<file path="config.mk">
export PLATFORM = sky130hd
export DESIGN_NAME = alu_flags_branch_stage
export DESIGN_NICKNAME = d
export VERILOG_FILES = /design/src/rtl/legv8_pkg.sv /design/src/rtl/alu_flags_branch_stage_cond_eval.sv /design/src/rtl/alu_flags_branch_stage.sv
export SDC_FILE = /design/constraint.sdc
export NUM_CORES = 1
export LEC_CHECK = 0
export CAP_MARGIN = 20
export CORE_MARGIN = 5
export CORE_UTILIZATION = 25
export DETAILED_ROUTE_END_ITERATION = 8
export PLACE_DENSITY = 0.57
export SYNTH_ARGS = -nofsm -noshare
export SYNTH_HDL_FRONTEND = slang
export SYNTH_HIERARCHICAL = 1
export SYNTH_SLANG_ARGS = --single-unit
</file>
<file path="constraint.sdc">
create_clock -name clock -period 2.95 [get_ports clock]
set_input_delay 0.59 -clock clock [delete_from_list [all_inputs] [get_ports clock]]
set_output_delay 0.59 -clock clock [all_outputs]
set_load 0.03 [all_outputs]
</file>
<file path="src/rtl/legv8_pkg.sv">
// Shared LEGv8 encodings: branch types, ARM condition codes and ALU status bit positions.
package legv8_pkg;

    localparam logic [1:0] BR_NONE = 2'b00;
    localparam logic [1:0] BR_COND = 2'b01;
    localparam logic [1:0] BR_CBZ  = 2'b10;
    localparam logic [1:0] BR_CBNZ = 2'b11;

    localparam logic [3:0] COND_EQ = 4'h0;
    localparam logic [3:0] COND_NE = 4'h1;
    localparam logic [3:0] COND_HS = 4'h2;
    localparam logic [3:0] COND_LO = 4'h3;
    localparam logic [3:0] COND_MI = 4'h4;
    localparam logic [3:0] COND_PL = 4'h5;
    localparam logic [3:0] COND_VS = 4'h6;
    localparam logic [3:0] COND_VC = 4'h7;
    localparam logic [3:0] COND_HI = 4'h8;
    localparam logic [3:0] COND_LS = 4'h9;
    localparam logic [3:0] COND_GE = 4'hA;
    localparam logic [3:0] COND_LT = 4'hB;
    localparam logic [3:0] COND_GT = 4'hC;
    localparam logic [3:0] COND_LE = 4'hD;
    localparam logic [3:0] COND_AL = 4'hE;
    localparam logic [3:0] COND_NV = 4'hF;

    // Status and flags share the {V,C,N,Z} layout.
    localparam int STAT_Z = 0;
    localparam int STAT_N = 1;
    localparam int STAT_C = 2;
    localparam int STAT_V = 3;

endpackage

</file>
<file path="src/rtl/alu_flags_branch_stage_cond_eval.sv">
// cond_eval: combinational ARM condition-code check against an NZCV value ({V,C,N,Z}).
module cond_eval
    import legv8_pkg::*;
(
    input  logic [3:0] cond,
    input  logic [3:0] nzcv,
    output logic       taken
);

    logic n, z, c, v;

    always_comb begin
        n = nzcv[STAT_N];
        z = nzcv[STAT_Z];
        c = nzcv[STAT_C];
        v = nzcv[STAT_V];
        taken = 1'b0;
        case (cond)
            COND_EQ: taken = z;
            COND_NE: taken = ~z;
            COND_HS: taken = c;
            COND_LO: taken = ~c;
            COND_MI: taken = n;
            COND_PL: taken = ~n;
            COND_VS: taken = v;
            COND_VC: taken = ~v;
            COND_HI: taken = c & ~z;
            COND_LS: taken = ~(c & ~z);
            COND_GE: taken = (n == v);
            COND_LT: taken = (n != v);
            COND_GT: taken = ~z & (n == v);
            COND_LE: taken = ~(~z & (n == v));
            // NV behaves as always in ARMv8.
            default: taken = 1'b1;
        endcase
    end

endmodule

</file>
<file path="src/rtl/alu_flags_branch_stage.sv">
// Execute-to-memory stage: registers ALU result, holds NZCV, resolves B.cond/CBZ/CBNZ.
// Optional taken-branch counter enabled by defining ALU_FLAGS_BRANCH_COUNT_EN.
module alu_flags_branch_stage
    import legv8_pkg::*;
#(
    parameter int N = 64
`ifdef ALU_FLAGS_BRANCH_COUNT_EN
    ,
    parameter int CNT_W = 32
`endif
) (
    input  logic             clock,
    input  logic             reset,
    input  logic             in_valid,
    input  logic             stall,
    input  logic             flush,
    input  logic [N-1:0]     F,
    input  logic [3:0]       status,
    input  logic             set_flags,
    input  logic [1:0]       br_type,
    input  logic [3:0]       cond,
    output logic             out_valid,
    output logic [N-1:0]     result,
    output logic             branch_taken,
`ifdef ALU_FLAGS_BRANCH_COUNT_EN
    output logic [CNT_W-1:0] taken_count,
`endif
    output logic [3:0]       flags
);

    logic cond_taken;
    logic taken_next;

    // B.cond looks at the flags register before this edge's update.
    cond_eval u_cond_eval (
        .cond  (cond),
        .nzcv  (flags),
        .taken (cond_taken)
    );

    always_comb begin
        taken_next = 1'b0;
        case (br_type)
            BR_COND: taken_next = cond_taken;
            BR_CBZ:  taken_next = status[STAT_Z];
            BR_CBNZ: taken_next = ~status[STAT_Z];
            default: taken_next = 1'b0;
        endcase
    end

    always_ff @(posedge clock) begin
        if (reset) begin
            out_valid    <= 1'b0;
            result       <= '0;
            branch_taken <= 1'b0;
            flags        <= 4'b0000;
        end else if (!stall) begin
            result <= F;
            if (flush) begin
                out_valid    <= 1'b0;
                branch_taken <= 1'b0;
            end else begin
                out_valid    <= in_valid;
                branch_taken <= in_valid & taken_next;
                if (in_valid && set_flags)
                    flags <= status;
            end
        end
    end

`ifdef ALU_FLAGS_BRANCH_COUNT_EN
    // Saturating count of resolved taken branches.
    always_ff @(posedge clock) begin
        if (reset)
            taken_count <= '0;
        else if (!stall && !flush && in_valid && taken_next && !(&taken_count))
            taken_count <= taken_count + 1'b1;
    end
`endif

endmodule

</file>
Word-level counts from Yosys, hierarchy flattened:

Index checks and enable logic that the tools add are counted.

* register bits: 70
* logic and storage cells: 41
* bits of input ports: 80
* output and inout bits: 70

* equality and inequality tests: 18
* muxes and demuxes: 4
* bitwise logic cells: 12
* reductions and logical operators: 3

Operator list (number)
* $eq A4 B4 Y1 const B: 6
* $eq A4 B3 Y1 const B: 4
* $pmux W1 S14: 1
* $not A1 Y1: 9
* $eq A4 B2 Y1 const B: 2
* $eq A2 B2 Y1 const B: 2
* $eq A4 B1 Y1 const B: 1
* $logic_not A4 Y1: 1
* $and A1 B1 Y1: 3
* $pmux W1 S3: 1
* $reduce_and A3 Y1: 1
* $eq A2 B1 Y1 const B: 1
* $mux W1: 2
* $eq A1 B1 Y1: 1
* $logic_and A1 B1 Y1: 1
* $ne A1 B1 Y1: 1

Logic depth before layout (Yosys ltp):

* word-level depth: 7
* gate-level depth with buffers: 8
* mapped depth without buffers: 7

Hierarchy:

Netlist, hierarchy kept.

Modules (own cells, without submodules)
* alu_flags_branch_stage: cells an instance 233, times used 1, area each 2502.4 µm², seq. area each 1401.3 µm²
* cond_eval: cells an instance 24, times used 1, area each 177.7 µm², seq. area each 0.0 µm²

Worst setup path after synthesis:

No wires, ideal clock.

* kind: input-to-reg
* from: input port cond[2]
* to: register branch_taken
* arrival: 1.594 ns
* buffers on the path: 1
* slack: 1.255 ns
* setup time: 0.101 ns
* required time: 2.849 ns
* cell stages on the path: 8
* path through: buf_6 nand2b_1 a221o_1 nand2_1 a32oi_1 o21ai_1 nor2_1 o41ai_1

* word-level cells in the longest chain between the ends: 5
* elaborated cells on any way between the ends: 18
* classes of those cells: eq/ne (13); mux (3); bitwise (1); reduce/logical (1)

Ends and longest elaborated chain
* from (decl): RTL line alu_flags_branch_stage.sv:21 `input logic [3:0] cond,`
* $eq A4 B4 Y1 (tied with other cells): RTL line alu_flags_branch_stage_cond_eval.sv:18 `case (cond)`
* $pmux W1 S14 *: RTL line alu_flags_branch_stage_cond_eval.sv:18
* via cond_taken: RTL line alu_flags_branch_stage.sv:31 `logic cond_taken;`
* $pmux W1 S3 *: RTL line alu_flags_branch_stage.sv:43 `case (br_type)`
* $and A1 B1 Y1 *: RTL line alu_flags_branch_stage.sv:64 `branch_taken <= in_valid & taken_next;`
* $mux W1 *: RTL line alu_flags_branch_stage.sv:59 `if (flush) begin`
* to (signal assigned): RTL line alu_flags_branch_stage.sv:64
* to (decl): RTL line alu_flags_branch_stage.sv:24 `output logic branch_taken,`

The timed path passes the listed nets; every way through them passes the cells marked *.
A chain may end at the register's enable or synchronous reset.

Worst setup path in the final report:

* from: register flags[3]
* to: output port flags[3]

RTL lines
* from (decl): RTL line alu_flags_branch_stage.sv:28 `output logic [3:0] flags`
* from (signal assigned): RTL line alu_flags_branch_stage.sv:66 `flags <= status;`

No word-level cell between the ends.

==> impl_results.html <==
<table>
<tr><th>Metric</th><th>Value</th></tr>
<tr><th colspan="2">Final layout</th></tr>
<tr><td>Proportion of layout cells with a drive suffix above 1</td><td>6.098%</td></tr>
<tr><td>Final Instance Area</td><td>4507 um^2</td></tr>
<tr><td>Inserted Diodes</td><td>0</td></tr>
<tr><td>Layout Cells excl Fill</td><td>546</td></tr>
<tr><td>Post-layout nets</td><td>485</td></tr>
<tr><td>Relative area change from synthesis to final layout</td><td>68.16%</td></tr>
<tr><td>Filler Cell Count</td><td>1,046</td></tr>
<tr><th colspan="2">Clock network</th></tr>
<tr><td>Maximum buffer depth of the clock tree</td><td>2</td></tr>
<tr><td>CTS root buffer</td><td>clkbuf_8</td></tr>
<tr><td>Insertion delay of the later-clocked pin in the worst-skew pair</td><td>0.34 ns</td></tr>
<tr><td>Number of clock sinks</td><td>70</td></tr>
<tr><td>Clock transition at the register clock pins on the worst setup and hold paths after CTS</td><td>0.07 ns</td></tr>
<tr><td>Number of gates given a new drive strength after cts</td><td>0</td></tr>
<tr><td>H-tree lvl count</td><td>3</td></tr>
<tr><td>Number of buffers added to fix hold violations after cts</td><td>0</td></tr>
<tr><td>Post-CTS setup buffers</td><td>0</td></tr>
<tr><td>Number of buffers inserted during clock tree synthesis</td><td>9</td></tr>
<tr><td>TritonCTS clock tree</td><td>yes</td></tr>
<tr><th colspan="2">Drt</th></tr>
<tr><td>ANT nets after route</td><td>0</td></tr>
<tr><td>Detailed-routing iteration count for the pre-antenna-repair pass</td><td>4</td></tr>
<tr><td>Mean number of vias per cell</td><td>4.194</td></tr>
<tr><td>Vias</td><td>between 2,000 and 2,500</td></tr>
<tr><td>DRC violation count after routing</td><td>0</td></tr>
<tr><td>1st-iter DRT viols</td><td>54</td></tr>
<tr><td>Wire length after detailed routing</td><td>approximately 7700 um</td></tr>
<tr><td>Routed WL per cell</td><td>~14 um</td></tr>
<tr><th colspan="2">Synth</th></tr>
<tr><td>Top cells by area in the synthesized netlist</td><td>dfxtp_1 (52%), mux2i_1 (25%), nor2_1 (10%)</td></tr>
<tr><td>Commonest cells post-synth</td><td>nor2_1 (72), dfxtp_1 (70), mux2i_1 (68), clkbuf_1 (7), buf_6 (5)</td></tr>
<tr><td>#FFs+latches synth</td><td>70</td></tr>
<tr><td>Instance count of the mapped netlist</td><td>257</td></tr>
<tr><td>Fraction of registers with async set or reset after synthesis</td><td>0%</td></tr>
<tr><td>Avg Cell Area, Syn</td><td>10.43 um^2</td></tr>
<tr><td>Share of Yosys cell area claimed by the top area cell type</td><td>52.29%</td></tr>
<tr><td>Post-synthesis net count</td><td>337</td></tr>
<tr><td>Register area share after synthesis</td><td>52.29%</td></tr>
<tr><td>Most used flip-flop cell after synthesis</td><td>dfxtp_1</td></tr>
<tr><td>Dominant cell by count in the synthesized netlist</td><td>nor2_1</td></tr>
<tr><td>Most area-hungry cell type in the Yosys netlist</td><td>dfxtp_1</td></tr>
<tr><td>Distinct cell type count of the synthesized netlist</td><td>27</td></tr>
<tr><td>Synthesized cell area</td><td>2680 um^2</td></tr>
<tr><td>Number of flops mapped to enable cells by yosys</td><td>0</td></tr>
<tr><td>Warning count from the yosys run</td><td>6</td></tr>
<tr><th colspan="2">GRT</th></tr>
<tr><td>Remaining global-route overflow</td><td>0</td></tr>
<tr><td>Vias in the first global route</td><td>approximately 2,400</td></tr>
<tr><td>Global-route wire length before repair</td><td>12,040 um</td></tr>
<tr><td>Met2 Usage GRT</td><td>19.91%</td></tr>
<tr><td>Most Crowded Layer GR</td><td>met2</td></tr>
<tr><td>Antenna violations before repair</td><td>0</td></tr>
<tr><td>Met1 Resource Use GR</td><td>12.96%</td></tr>
<tr><td>Overall fraction of global-route tracks in use</td><td>between 10% and 20%</td></tr>
<tr><td>Met3 track utilization from global routing</td><td>5.040%</td></tr>
<tr><td>Pin count of the biggest net entering global routing</td><td>34</td></tr>
<tr><th colspan="2">STA</th></tr>
<tr><td>Max-slew violation count</td><td>0</td></tr>
<tr><td>Setup total negative slack</td><td>0 ns</td></tr>
<tr><td>Final setup margin</td><td>0.8482 ns</td></tr>
<tr><td>Share of the clock period used by the worst path</td><td>71.25%</td></tr>
<tr><td>Worst Tran Pin Value</td><td>0.6645 ns</td></tr>
<tr><td>Shortest clock period the worst path allows after layout</td><td>2.102 ns</td></tr>
<tr><td>Final setup skew</td><td>about 0.0053 ns</td></tr>
<tr><td>Count of endpoints failing setup in the final report</td><td>0</td></tr>
<tr><td>Slew Limit Headroom</td><td>55.70%</td></tr>
<tr><td>Setup repair after global routing missed its margin</td><td>false</td></tr>
<tr><td>Number of hold-slack violations in the final timing report</td><td>0</td></tr>
<tr><td>Achievable Freq</td><td>475.8 MHz</td></tr>
<tr><th colspan="2">Worst setup path</th></tr>
<tr><td>Worst Setup Path Type</td><td>flip-flop to output pin</td></tr>
<tr><td>Crit path max-delay cell type</td><td>clkdlybuf4s50_1</td></tr>
<tr><td>Sequence of cells on the critical path</td><td>clkdlybuf4s50_1</td></tr>
<tr><td>Setup crit start kind</td><td>flip-flop</td></tr>
<tr><td>Buffer and inverter count on the worst path</td><td>1</td></tr>
<tr><td>Kind of end point of the critical path</td><td>output pin</td></tr>
<tr><td>Critical path data arrival time</td><td>between 1.5 and 2 ns</td></tr>
<tr><td>Critical path peak fanout</td><td>5</td></tr>
<tr><td>Category of cells accounting for the largest share of critical-path delay</td><td>buffers and inverters</td></tr>
<tr><td>Endpoint required time on the critical path</td><td>approximately 2.4 ns</td></tr>
<tr><td>Worst stage delay on the critical path</td><td>0.73 ns</td></tr>
<tr><th colspan="2">Die</th></tr>
<tr><td>Die area</td><td>12,890 um^2</td></tr>
<tr><td>Effective utilization at floorplan</td><td>25.84%</td></tr>
<tr><td>Floorplan die height</td><td>roughly 110 um</td></tr>
<tr><td>Total core area</td><td>10,370 um^2</td></tr>
<tr><td>Horiz. Die Dim</td><td>113.5 um</td></tr>
<tr><td>Floorplan row count</td><td>37</td></tr>
<tr><td>Ports</td><td>150</td></tr>
<tr><th colspan="2">Power</th></tr>
<tr><td>Worst voltage drop across the vdd grid</td><td>199.2 uV</td></tr>
<tr><td>Leak</td><td>1.876 nW</td></tr>
<tr><td>Total chip power</td><td>2.380 mW</td></tr>
<tr><td>Areal power density over the cells</td><td>528.2 nW/um^2</td></tr>
<tr><th colspan="2">Placement</th></tr>
<tr><td>Placed inst area</td><td>4274 um^2</td></tr>
<tr><td>HPWL after detailed placement</td><td>5698 um</td></tr>
<tr><td>Global placement routability congestion</td><td>0.8264</td></tr>
<tr><td>Post-placement cell count</td><td>between 500 and 600</td></tr>
<tr><td>Port buffer count</td><td>149</td></tr>
<tr><td>Placement Setup Slack</td><td>0.5116 ns</td></tr>
<tr><th colspan="2">Min path</th></tr>
<tr><td>Hold Crit Class</td><td>flip-flop to flip-flop</td></tr>
<tr><th colspan="2">Run status</th></tr>
<tr><td>Run status</td><td>complete, no violations</td></tr>
<tr><th colspan="2">Run</th></tr>
<tr><td>Maxcap violations</td><td>0</td></tr>
</table>
==> cells in the final DEF, fill, tap and decap left out, types with 3 or more instances in the layout <==
cell type	instances
clkbuf_8	11
nand2_1	4
clkdlybuf4s50_1	147
dfxtp_1	70
mux2i_1	68
nor2_1	72
xor2_1	3
buf_4	6
==> flip-flops by register name (all words and copies together) (netlist names) <==
| signal | count |
|---|---|
| branch_taken | 1 |
| flags | 4 |
| result | 64 |
| out_valid | 1 |
==> final cells by class <==
| class | instances | area (um^2) | share of cell area, % |
|---|---|---|---|
| Clock buffer | 11 | 151.4 | 3.359 |
| Clock inverter | 5 | 81.33 | 1.805 |
| Inverter | 1 | 3.754 | 0.08329 |
| Multi-Input combinational cell | 168 | 1157 | 25.68 |
| Sequential cell | 70 | 1401 | 31.09 |
| Tap cell | 136 | 170.2 | 3.776 |
| Timing Repair Buffer | 155 | 1541 | 34.20 |
==> final timing paths <==
check                         startpoint                         to  slack (ns)  depth (start not counted)
hold reg to reg   out_valid$_SDFFE_PP0N_     out_valid$_SDFFE_PP0N_        0.47                          2
setup reg to reg   flags[3]$_SDFFE_PP0P_  branch_taken$_SDFFE_PP0N_        1.35                          7
hold / removal    out_valid$_SDFFE_PP0N_     out_valid$_SDFFE_PP0N_        0.47                          2
setup / recovery   flags[3]$_SDFFE_PP0P_                   flags[3]        0.85                          1
==> layer usage <==
metal / wire [um] / vias to the layer above / share of wire, %
met1: 3099 / 1042 / 41
met5: 0 / - / 0
li1: - / 1162 / -
met3: 676 / 12 / 8.8
met4: 131 / 0 / 1.7
met2: 3744 / 74 / 49
==> power by group <==
part / total [mW] / switching (mW) / leakage [nW] / internal (mW)
combinational: 0.469 / 0.226 / 1.18 / 0.243
sequential: 1.03 / 0.0275 / 0.577 / 0.999
clock: 0.885 / 0.363 / 0.116 / 0.522
==> logic make-up (layout without fill, tap and decap cells) <==
family,after synthesis,count (layout),share of synthesized area (%)
AOI/OAI and AO/OA,13,13,3.735
xor gates and xnor gates,3,3,0.9806
buffers and inverters,19,172,4.528
DFF,70,70,52.29
muxes,68,68,25.40
and+or+nand+nor,84,84,13.07
==> worst register-to-register path, stage by stage, from the launching register on <==
cell and delay, ns:
dfxtp_1 0.45, xor2_1 0.27, nor2_1 0.08, xor2_1 0.14, a31oi_1 0.10, o21ai_1 0.14
nor2_1 0.05, o41ai_1 0.27
==> stage by stage <==
step           util (%)  hold slack [ns]
2_1_floorplan         -           0.5897
3_3_place_gp      41.22           0.4584
3_5_place_dp      41.22           0.4608
4_1_cts           43.46           0.4709
5_1_grt           43.46           0.5042
6_report          43.46           0.4680
No activity file was read; power rests on OpenSTA's default activity.
